--- src/rtl/digct_arbiter_pkg.sv ---
// Shared definitions for the DigCt arbiter slice.
// Holds the FSM state encoding, the cell vector/result widths, the bit
// positions of IN1..IN5 / OUT1..OUT3, and a reference model of the cell's
// logic function.
package digct_arbiter_pkg;

  typedef enum logic [1:0] {
    IDLE    = 2'd0,
    ISSUE   = 2'd1,
    CAPTURE = 2'd2,
    DONE    = 2'd3
  } state_t;

  localparam int VEC_W = 5;
  localparam int RES_W = 3;

  localparam int IN1_B = 0;
  localparam int IN2_B = 1;
  localparam int IN3_B = 2;
  localparam int IN4_B = 3;
  localparam int IN5_B = 4;

  localparam int OUT1_B = 0;
  localparam int OUT2_B = 1;
  localparam int OUT3_B = 2;

  // Combinational view of the cell: 5-bit vector in, 3-bit result out.
  function automatic logic [RES_W-1:0] digct_ref(input logic [VEC_W-1:0] v);
    logic [RES_W-1:0] r;
    r[OUT1_B] = ~(~(v[IN1_B] | v[IN2_B]) & v[IN3_B]);
    r[OUT2_B] = ~(v[IN2_B] & v[IN3_B]);
    r[OUT3_B] = v[IN3_B] | ~v[IN4_B] | v[IN5_B];
    return r;
  endfunction

endpackage

--- src/rtl/digct_arbiter_if.sv ---
// Requester-side bus of the DigCt arbiter.
// Handshake: a requester raises REQ[i] with its VEC slice and holds both
// stable until it sees ACK[i] (one cycle). RES_VLD is the valid strobe for
// RES/RES_ID and is high exactly in the ACK cycle; there is no ready/back
// pressure on the result side, the requester must take it that cycle.
//   master : requester agents (drive REQ, VEC)
//   slave  : the arbiter (drives ACK, RES, RES_VLD, RES_ID, BUSY, TXN_CNT,
//            dbg_state)
interface digct_arbiter_if
  import digct_arbiter_pkg::*;
#(
  parameter int NREQ = 4,
  parameter int IDW  = 3,
  parameter int CNTW = 8
);
  logic [NREQ-1:0]       REQ;
  logic [NREQ*VEC_W-1:0] VEC;
  logic [NREQ-1:0]       ACK;
  logic [RES_W-1:0]      RES;
  logic                  RES_VLD;
  logic [IDW-1:0]        RES_ID;
  logic                  BUSY;
  logic [CNTW-1:0]       TXN_CNT;
  state_t                dbg_state;

  modport master (
    output REQ, VEC,
    input  ACK, RES, RES_VLD, RES_ID, BUSY, TXN_CNT, dbg_state
  );

  modport slave (
    input  REQ, VEC,
    output ACK, RES, RES_VLD, RES_ID, BUSY, TXN_CNT, dbg_state
  );
endinterface

--- src/rtl/digct_cell.sv ---
// DigCt logic cell: 5 inputs, 3 registered outputs.
// Ports: CLK; IN1..IN5 data inputs; OUT1..OUT3 registered results.
// The output register has no reset; its contents are meaningless until
// inputs have been stable for one rising edge.
module digct_cell (
  input  logic CLK,
  input  logic IN1,
  input  logic IN2,
  input  logic IN3,
  input  logic IN4,
  input  logic IN5,
  output logic OUT1,
  output logic OUT2,
  output logic OUT3
);
  always_ff @(posedge CLK) begin
    OUT1 <= ~(~(IN1 | IN2) & IN3);
    OUT2 <= ~(IN2 & IN3);
    OUT3 <= IN3 | ~IN4 | IN5;
  end
endmodule

--- src/rtl/digct_rr_pick.sv ---
// Combinational round-robin picker.
// Ports: req (per-requester request), ptr (highest-priority index);
// win (first requester with req high at or above ptr, wrapping),
// any (at least one request present; win is 0 when any is low).
module digct_rr_pick #(
  parameter int NREQ = 4,
  parameter int IDW  = 3
) (
  input  logic [NREQ-1:0] req,
  input  logic [IDW-1:0]  ptr,
  output logic [IDW-1:0]  win,
  output logic            any
);
  int idx;

  // Scan offsets from farthest to nearest so the nearest hit is written last.
  always_comb begin
    win = '0;
    any = 1'b0;
    idx = 0;
    for (int off = NREQ - 1; off >= 0; off--) begin
      idx = int'(ptr) + off;
      if (idx >= NREQ) idx = idx - NREQ;
      if (req[idx]) begin
        win = IDW'(idx);
        any = 1'b1;
      end
    end
  end
endmodule

--- src/rtl/digct_arbiter.sv ---
// Round-robin arbiter sharing one DigCt cell among NREQ requesters.
// Ports: CLK, RST (synchronous, active-high); bus (slave modport) carrying
// REQ/VEC in and ACK/RES/RES_VLD/RES_ID/BUSY/TXN_CNT/dbg_state out.
// Each transaction walks IDLE -> ISSUE -> CAPTURE -> DONE, one cycle each.
module digct_arbiter
  import digct_arbiter_pkg::*;
#(
  parameter int NREQ = 4,
  parameter int IDW  = 3,
  parameter int CNTW = 8
) (
  input  logic            CLK,
  input  logic            RST,
  digct_arbiter_if.slave  bus
);
  state_t           state_q, state_d;
  logic [IDW-1:0]   ptr_q, win_q, res_id_q, pick_win;
  logic             pick_any;
  logic [VEC_W-1:0] cell_in_q;
  logic [RES_W-1:0] cell_out, res_q;
  logic [CNTW-1:0]  cnt_q;
  logic [NREQ-1:0]  ack_c;

  digct_rr_pick #(.NREQ(NREQ), .IDW(IDW)) u_pick (
    .req (bus.REQ),
    .ptr (ptr_q),
    .win (pick_win),
    .any (pick_any)
  );

  digct_cell u_cell (
    .CLK  (CLK),
    .IN1  (cell_in_q[IN1_B]),
    .IN2  (cell_in_q[IN2_B]),
    .IN3  (cell_in_q[IN3_B]),
    .IN4  (cell_in_q[IN4_B]),
    .IN5  (cell_in_q[IN5_B]),
    .OUT1 (cell_out[OUT1_B]),
    .OUT2 (cell_out[OUT2_B]),
    .OUT3 (cell_out[OUT3_B])
  );

  always_comb begin
    state_d = state_q;
    case (state_q)
      IDLE:    if (pick_any) state_d = ISSUE;
      ISSUE:   state_d = CAPTURE;
      CAPTURE: state_d = DONE;
      DONE:    state_d = IDLE;
      default: state_d = IDLE;
    endcase
  end

  always_ff @(posedge CLK) begin
    if (RST) begin
      state_q   <= IDLE;
      ptr_q     <= '0;
      win_q     <= '0;
      cell_in_q <= '0;
      res_q     <= '0;
      res_id_q  <= '0;
      cnt_q     <= '0;
    end else begin
      state_q <= state_d;
      case (state_q)
        IDLE: begin
          if (pick_any) begin
            cell_in_q <= bus.VEC[int'(pick_win)*VEC_W +: VEC_W];
            win_q     <= pick_win;
            ptr_q     <= (int'(pick_win) == NREQ - 1) ? '0 : pick_win + IDW'(1);
          end
        end
        // Cell output register was loaded at the end of ISSUE.
        CAPTURE: begin
          res_q    <= cell_out;
          res_id_q <= win_q;
        end
        DONE:    cnt_q <= cnt_q + CNTW'(1);
        default: ;
      endcase
    end
  end

  always_comb begin
    ack_c = '0;
    if (state_q == DONE) ack_c[win_q] = 1'b1;
  end

  assign bus.ACK       = ack_c;
  assign bus.RES       = res_q;
  assign bus.RES_VLD   = (state_q == DONE);
  assign bus.RES_ID    = res_id_q;
  assign bus.BUSY      = (state_q != IDLE);
  assign bus.TXN_CNT   = cnt_q;
  assign bus.dbg_state = state_q;
endmodule
--- src/flat_wrapper.sv ---
// flat-port wrapper written by rule: the top's interface ports become plain ports
module digct_arbiter_flat import digct_arbiter_pkg::*;
#(
  parameter int NREQ = 4,
  parameter int IDW  = 3,
  parameter int CNTW = 8
)
  (CLK, RST, bus_REQ, bus_VEC, bus_ACK, bus_RES, bus_RES_VLD, bus_RES_ID, bus_BUSY, bus_TXN_CNT, bus_dbg_state);
  digct_arbiter_if #(.NREQ(NREQ), .IDW(IDW), .CNTW(CNTW)) bus_i ();
  input  logic CLK;
  input  logic RST;
  input wire logic [$bits(bus_i.REQ)-1:0] bus_REQ;
  input wire logic [$bits(bus_i.VEC)-1:0] bus_VEC;
  output wire logic [$bits(bus_i.ACK)-1:0] bus_ACK;
  output wire logic [$bits(bus_i.RES)-1:0] bus_RES;
  output wire logic [$bits(bus_i.RES_VLD)-1:0] bus_RES_VLD;
  output wire logic [$bits(bus_i.RES_ID)-1:0] bus_RES_ID;
  output wire logic [$bits(bus_i.BUSY)-1:0] bus_BUSY;
  output wire logic [$bits(bus_i.TXN_CNT)-1:0] bus_TXN_CNT;
  output wire logic [$bits(bus_i.dbg_state)-1:0] bus_dbg_state;
  assign bus_i.REQ = bus_REQ;
  assign bus_i.VEC = bus_VEC;
  assign bus_ACK = bus_i.ACK;
  assign bus_RES = bus_i.RES;
  assign bus_RES_VLD = bus_i.RES_VLD;
  assign bus_RES_ID = bus_i.RES_ID;
  assign bus_BUSY = bus_i.BUSY;
  assign bus_TXN_CNT = bus_i.TXN_CNT;
  assign bus_dbg_state = bus_i.dbg_state;
  digct_arbiter #(.NREQ(NREQ), .IDW(IDW), .CNTW(CNTW)) u_core (.CLK(CLK), .RST(RST), .bus(bus_i));
endmodule
--- config.mk ---
export PLATFORM = sky130hd
export DESIGN_NAME = digct_arbiter_flat
export DESIGN_NICKNAME = d
export VERILOG_FILES = /design/src/rtl/digct_arbiter_pkg.sv /design/src/rtl/digct_arbiter_if.sv /design/src/rtl/digct_cell.sv /design/src/rtl/digct_rr_pick.sv /design/src/rtl/digct_arbiter.sv /design/src/flat_wrapper.sv
export SDC_FILE = /design/constraint.sdc
export NUM_CORES = 1
export LEC_CHECK = 0
export ABC_CLOCK_PERIOD_IN_PS = 3850
export CORE_ASPECT_RATIO = 1.4
export CORE_MARGIN = 5
export CORE_UTILIZATION = 47
export CTS_CLUSTER_SIZE = 40
export DETAILED_ROUTE_END_ITERATION = 12
export HOLD_SLACK_MARGIN = 0.08
export PLACE_DENSITY = 0.78
export SLEW_MARGIN = 20
export SYNTH_ARGS = -nofsm -noshare
export SYNTH_HDL_FRONTEND = slang
export SYNTH_HIERARCHICAL = 1
export SYNTH_SLANG_ARGS = --single-unit
--- constraint.sdc ---
create_clock -name CLK -period 3.85 [get_ports CLK]
set_input_delay 0.5775 -clock CLK [delete_from_list [all_inputs] [get_ports CLK]]
set_output_delay 0.5775 -clock CLK [all_outputs]
set_load 0.02 [all_outputs]
# [After elaboration in Yosys (flattened, before gate mapping)]
# Cells that the tools add are included.
# W data, S select, Z words.
[totals] register_bits=30 input_bits=26 output_inout_bits=22 wordCells=79
[classes] n_addsub=9 mul=1 order_cmp=10 n_eq_ne=5 shift=1 muxes=30 bitwise_logic=9 n_reduce_logical=4
[ops] op="$lt A32 B4 Y1 const B" n=4
[ops] op="$mux W32" n=4
[ops] op="$ge A32 B4 Y1 const B" n=1
[ops] op="$shiftx A20 B32 Y5" n=1
[ops] op="$sub A32 B4 Y32 const B" n=1
[ops] op="$mux W3" n=5
[ops] op="$mux W1" n=13
[ops] op="$sub A4 B3 Y5 const B" n=2
[ops] op="$add A3 B2 Y4 const B" n=2
[ops] op="$add A8 B1 Y8 const B" n=1
[ops] op="$bmux W1 S2" n=4
[ops] op="$ge A4 B3 Y1 const B" n=2
[ops] op="$pmux W2 S4" n=1
[ops] op="$mul A3 B3 Y6 const B" n=1
[ops] op="$add A3 B1 Y4 const B" n=1
[ops] op="$eq A2 B2 Y1 const B" n=2
[ops] op="$mux W4" n=1
[ops] op="$not A1 Y1" n=4
[ops] op="$sub A3 B3 Y4 const B" n=1
[ops] op="$add A3 B1 Y3 const B" n=1
[ops] op="$eq A3 B3 Y1 const B" n=1
[ops] op="$ge A3 B1 Y1 const B" n=1
[ops] op="$ge A3 B3 Y1 const B" n=1
[ops] op="$lt A3 B3 Y1 const B" n=1
[ops] op="10 further kinds" n=13

# [Longest topological paths before layout]
[depth] ltp_word=12 mapped_depth=11 ltp_nobuf=10

# [Cells and area by module]
# The synthesis kept the hierarchy.
[by_module_without_submodules] module="digct_arbiter" instances=1 cells_per_inst=126 area_per_inst_um2=1224.9 seq_area_each_um2=540.5
[by_module_without_submodules] module="digct_rr_pick" instances=1 cells_per_inst=42 area_per_inst_um2=312.8 seq_area_each_um2=0.0
[by_module_without_submodules] module="digct_cell" instances=1 cells_per_inst=6 area_per_inst_um2=81.3 seq_area_each_um2=60.1

# [Worst setup path before layout]
# OpenSTA, ideal clock, no wires.
[synth_timing] kind="register to register" from="register u_core.ptr_q[0]" to="register u_core.cell_in_q[0]" setup_ps=117 t_arrival_ps=2555 required_ps=3733 path_slack_ps=1178 path_stages_with_launch=11 n_path_buf=2 synth_period_minus_slack_ps=2672 cell_sequence="dfxtp_1 clkbuf_8 inv_1 ha_1 nor3b_1 a21oi_1 o32a_1 o21ai_0 buf_2 mux4_2 a32o_1"
[synth_between] elab_chain_len=12 elab_cells_between_ends=38 cone_classes="7 x add/sub; 1 x mul; 4 x order compare; 1 x shift; 24 x mux; 1 x reduce/logical"
[synth_lines] item="start: declaration" line="digct_arbiter.sv:17" rtl="logic [IDW-1:0] ptr_q, win_q, res_id_q, pick_win;"
[synth_lines] item="start signal: assignment" line="digct_arbiter.sv:70" rtl="ptr_q <= (int'(pick_win) == NREQ - 1) ? '0 : pick_win + IDW'(1);"
[synth_lines] item="$add A3 B2 Y4" line="digct_rr_pick.sv:22" rtl="idx = int'(ptr) + off;"
[synth_lines] item="$sub A32 B4 Y32 or $ge A32 B4 Y1 (tied branches)" line="digct_rr_pick.sv:23" rtl="if (idx >= NREQ) idx = idx - NREQ;"
[synth_lines] item="$mux W32" line="digct_rr_pick.sv:23"
[synth_lines] item="$bmux W1 S2" line="digct_rr_pick.sv:24" rtl="if (req[idx]) begin"
[synth_lines] item="$mux W1 (not written as such) (2 in a row)" line="digct_rr_pick.sv:24"
[synth_lines] item="$mux W3 (3 in a row)" line="digct_rr_pick.sv:24"
[synth_lines] item="$mux W3 *" line="digct_rr_pick.sv:24"
[synth_lines] item="via u_core.pick_win[0]" line="digct_arbiter.sv:17"
[synth_lines] item="$mul A3 B3 Y6 *" line="digct_arbiter.sv:68" rtl="cell_in_q <= bus.VEC[int'(pick_win)*VEC_W +: VEC_W];"
[synth_lines] item="$shiftx A20 B32 Y5 *" line="digct_arbiter.sv:68"
[synth_lines] item="end signal: assignment" line="digct_arbiter.sv:68"
[synth_lines] item="end: declaration" line="digct_arbiter.sv:19" rtl="logic [VEC_W-1:0] cell_in_q;"
# Mark *: on every way through the listed nets, which the timed path passes. The rest lies on a longest branch. The select of a mux whose other input is x is not followed.
# A chain may end at the register's enable or synchronous reset.

# [Worst setup path after layout]
[layout_timing] from="register u_core.ptr_q[0]" to="register u_core.cell_in_q[2]"
# Same word-level chain as after synthesis.

==> results.json <==
{
  "holdBufCountCts": 0,
  "grt_max_degree": 25,
  "period_needed_ps": 2970,
  "slew-limit-headroom_pct": 40.6,
  "syn_nets": 207,
  "routed_wl_mm": 3.82,
  "place.gp.congestion": 0.808,
  "io_buffer_count": 47,
  "start_util_pct": 48.4,
  "startpoint": "u_core/ptr_q[0]$_SDFFE_PP0P_",
  "wl_per_cell_microns": 14.7,
  "place_inst": 253,
  "cts_buffer_depth": 2,
  "slowest_stage": "dfxtp_1",
  "drive_above_1_share_pct": 8.64,
  "rsz0062_at_grt": "no",
  "timing.final.hold_violations": 0,
  "crit_family": "compound AO/OA/AOI/OAI gates",
  "seqPwrFrac_pct": 36.3,
  "critPathBufInv": 2,
  "cts_htree_levels": 2,
  "status": "finished clean",
  "synth_common_cells": "dfxtp_1, nand2_1, nor2_1",
  "synth_area_sq_mm": 0.00162,
  "critPathKind": "reg -> reg",
  "syn_to_final_growth_pct": 33.8,
  "tns_ps": 0,
  "num_antenna_cells": 0,
  "max_freq_mhz": 337,
  "path_clk_slew_ps": 60,
  "timing.rr.start": "u_core/ptr_q[0]$_SDFFE_PP0P_",
  "intPower_w": 0.000777,
  "netlist_instances": 174,
  "synth_top_cell_by_area": "dfxtp_1",
  "antenna_found_initial": 0,
  "postSynthAreaPerCell_sq_um": 9.30,
  "synth.distinct_cells": 41,
  "grt_pass1_wl_mm": 6.14,
  "critical-path-max-stage-delay_ps": 600,
  "dp_hpwl_mm": 2.94,
  "cts_setup_buffers": 0,
  "die_w_microns": 59.6,
  "io_pins": 48,
  "path_max_fanout": 14,
  "synth_ff_type": "dfxtp_1",
  "total_power_w": 0.00123,
  "firstDrtPassIters": 4,
  "drv_cap": 0,
  "cts-root-buf": "clkbuf_8",
  "power_frac_comb_pct": 44.9,
  "final_util_pct": 64.7,
  "die_y_microns": 79.4,
  "drc_errors": 0,
  "dpl_worst_slack_ps": 914,
  "tritoncts": "built",
  "cts-buffers-inserted": 5,
  "row_count": 25,
  "tightest_slew_ps": 889,
  "worstPathCellList": "inv_1 > ha_1 > nor3b_1 > a21oi_1 > o32a_1 > o21ai_0 > buf_4 > mux4_2 > a32o_1",
  "swShare_pct": 37.0,
  "synth.area.top_cells": "dfxtp_1, mux4_2, mux2i_1",
  "clock-sinks": 30,
  "power_frac_clock_pct": 18.8,
  "dieArea_sq_mm": 0.00474,
  "setup_slack_ps": 879,
  "ant_nets": 0,
  "fill_cells": 265,
  "startpoint_type": "flip-flop",
  "max-vdd-ir-drop_v": 0.000417,
  "synth_edf_count": 0,
  "yosysMostFrequentCell": "dfxtp_1",
  "num_vias": 1484,
  "grt_pass1_vias": 1448,
  "cellPowerDensity_mw_per_mm2": 570,
  "clock_latency_ps": 280,
  "synth_top_area_share_pct": 37.1,
  "cp.required_ps": 4020,
  "leakage_nw": 0.794,
  "hp-start": "u_core/cell_in_q[1]$_SDFFE_PP0P_",
  "synth_seq_cells": 30,
  "grt_util_all_layers_pct": 16.7,
  "setup_viol": 0,
  "clock-skew-final_ps": 3.07,
  "final_cells": 260,
  "p_sw_w": 0.000457,
  "nets": 253,
  "coreArea_sq_mm": 0.00335,
  "async_reset_ff_share_pct": 0,
  "yosysWarnings": 6,
  "post_cts_resized": 0,
  "timing.final.crit_share_pct": 77.2,
  "worst_hold_path_type": "reg -> reg",
  "cp.arrival_ps": 3140,
  "drt_iter0_markers": 59,
  "synth-seq-area-share_pct": 37.1,
  "critPathCaptureType": "flip-flop",
  "slew_viol_final": 0,
  "avgViaCountPerCell": 5.71,
  "grt_overflow_total": 0
}
==> placed cells by master (no fill, tap or decap), types with 2 or more instances in the layout <==
| cell | count |
|---|---|
| clkdlybuf4s50_1 | 47 |
| dfxtp_1 | 30 |
| nand2_1 | 23 |
| nor2_1 | 15 |
| a21oi_1 | 13 |
| mux2i_1 | 9 |
| inv_1 | 8 |
| ha_1 | 7 |
| mux4_2 | 6 |
| clkbuf_8 | 5 |
| o21ai_0 | 5 |
| a32o_1 | 5 |
| nand4_1 | 3 |
| xor2_1 | 3 |
| nand3_1 | 3 |
| or3_1 | 3 |
| nor3_1 | 3 |
| clkinv_2 | 2 |
| nor2b_1 | 2 |
| nor3b_1 | 2 |
| a211oi_1 | 2 |
| nand2b_1 | 2 |
| nand3b_1 | 2 |
| buf_4 | 2 |
| or3b_1 | 2 |
| o221ai_1 | 2 |
==> layout make-up <==
type                       count  area, sq um  area share (%)
inverter                       8         30.0            1.39
sequential                    30          601            27.7
tap                           40         50.0            2.31
clock inverter                 2         10.0           0.462
clock buffer                   5         68.8            3.18
timing repair buffer          49          485            22.4
multi-input combinational    126          921            42.5
==> stage by stage <==
step	hold WS, ps	instance area, sq um
after floorplan	374	1620
after CTS	408	2170
after detailed placement	393	2090
after global placement	389	2090
final	410	2170
after global routing	426	2170
==> worst register-to-register path, cell delays in order, from the launching register on <==
cell and delay (ps):
dfxtp_1 600, inv_1 170, ha_1 420, nor3b_1 260, a21oi_1 70, o32a_1 300
o21ai_0 80, buf_4 210, mux4_2 520, a32o_1 230
==> metal layers <==
| layer | GRT usage [%] | up-vias | wire, microns |
|---|---|---|---|
| li1 | - | 713 | - |
| met1 | 17.6 | 717 | 1470 |
| met2 | 30.7 | 52 | 2070 |
| met3 | 4.05 | 2 | 246 |
| met4 | 6.65 | 0 | 30 |
| met5 | 0 | - | 0 |
==> registers in the layout, summed over array words and instances, names as in the netlist <==
register              count
u_core/bus.RES            3
u_core/bus.RES_ID         3
u_core/bus.TXN_CNT        8
u_core/bus.dbg_state      2
u_core/cell_in_q          5
u_core/ptr_q              3
u_core/u_cell/OUT1        1
u_core/u_cell/OUT2        1
u_core/u_cell/OUT3        1
u_core/win_q              3
==> power by group through the flow <==
| stage | clock network (W) | registers (W) | logic (W) |
|---|---|---|---|
| floorplan | 0 | 0.000449 | 0.000403 |
| global placement | 0 | 0.000446 | 0.000533 |
| detailed placement | 0 | 0.000452 | 0.000552 |
| CTS | 0.000241 | 0.000446 | 0.000554 |
| global route | 0.000254 | 0.000457 | 0.000606 |
| finish | 0.000232 | 0.000447 | 0.000554 |
==> logic make-up after synthesis <==
group / Yosys count / share of synthesized area, %
buffers and inverters: 18 / 6.03
adder cells (fa/ha/maj): 7 / 5.41
AO/OA/AOI/OAI: 33 / 14.1
flip-flops: 30 / 37.1
multiplexers: 15 / 13.9
XOR/XNOR: 4 / 2.16
AND/OR/NAND/NOR: 67 / 21.3
==> worst paths after layout <==
| kind | end | slack [ps] | depth (start not counted) |
|---|---|---|---|
| max reg2reg | u_core/cell_in_q[2]$_SDFFE_PP0P_ | 880 | 9 |
| min | u_core/u_cell/OUT2$_DFF_P_ | 410 | 1 |
| max | u_core/cell_in_q[2]$_SDFFE_PP0P_ | 880 | 9 |
| min reg2reg | u_core/u_cell/OUT2$_DFF_P_ | 410 | 1 |
(Power assumes the default switching activity.)
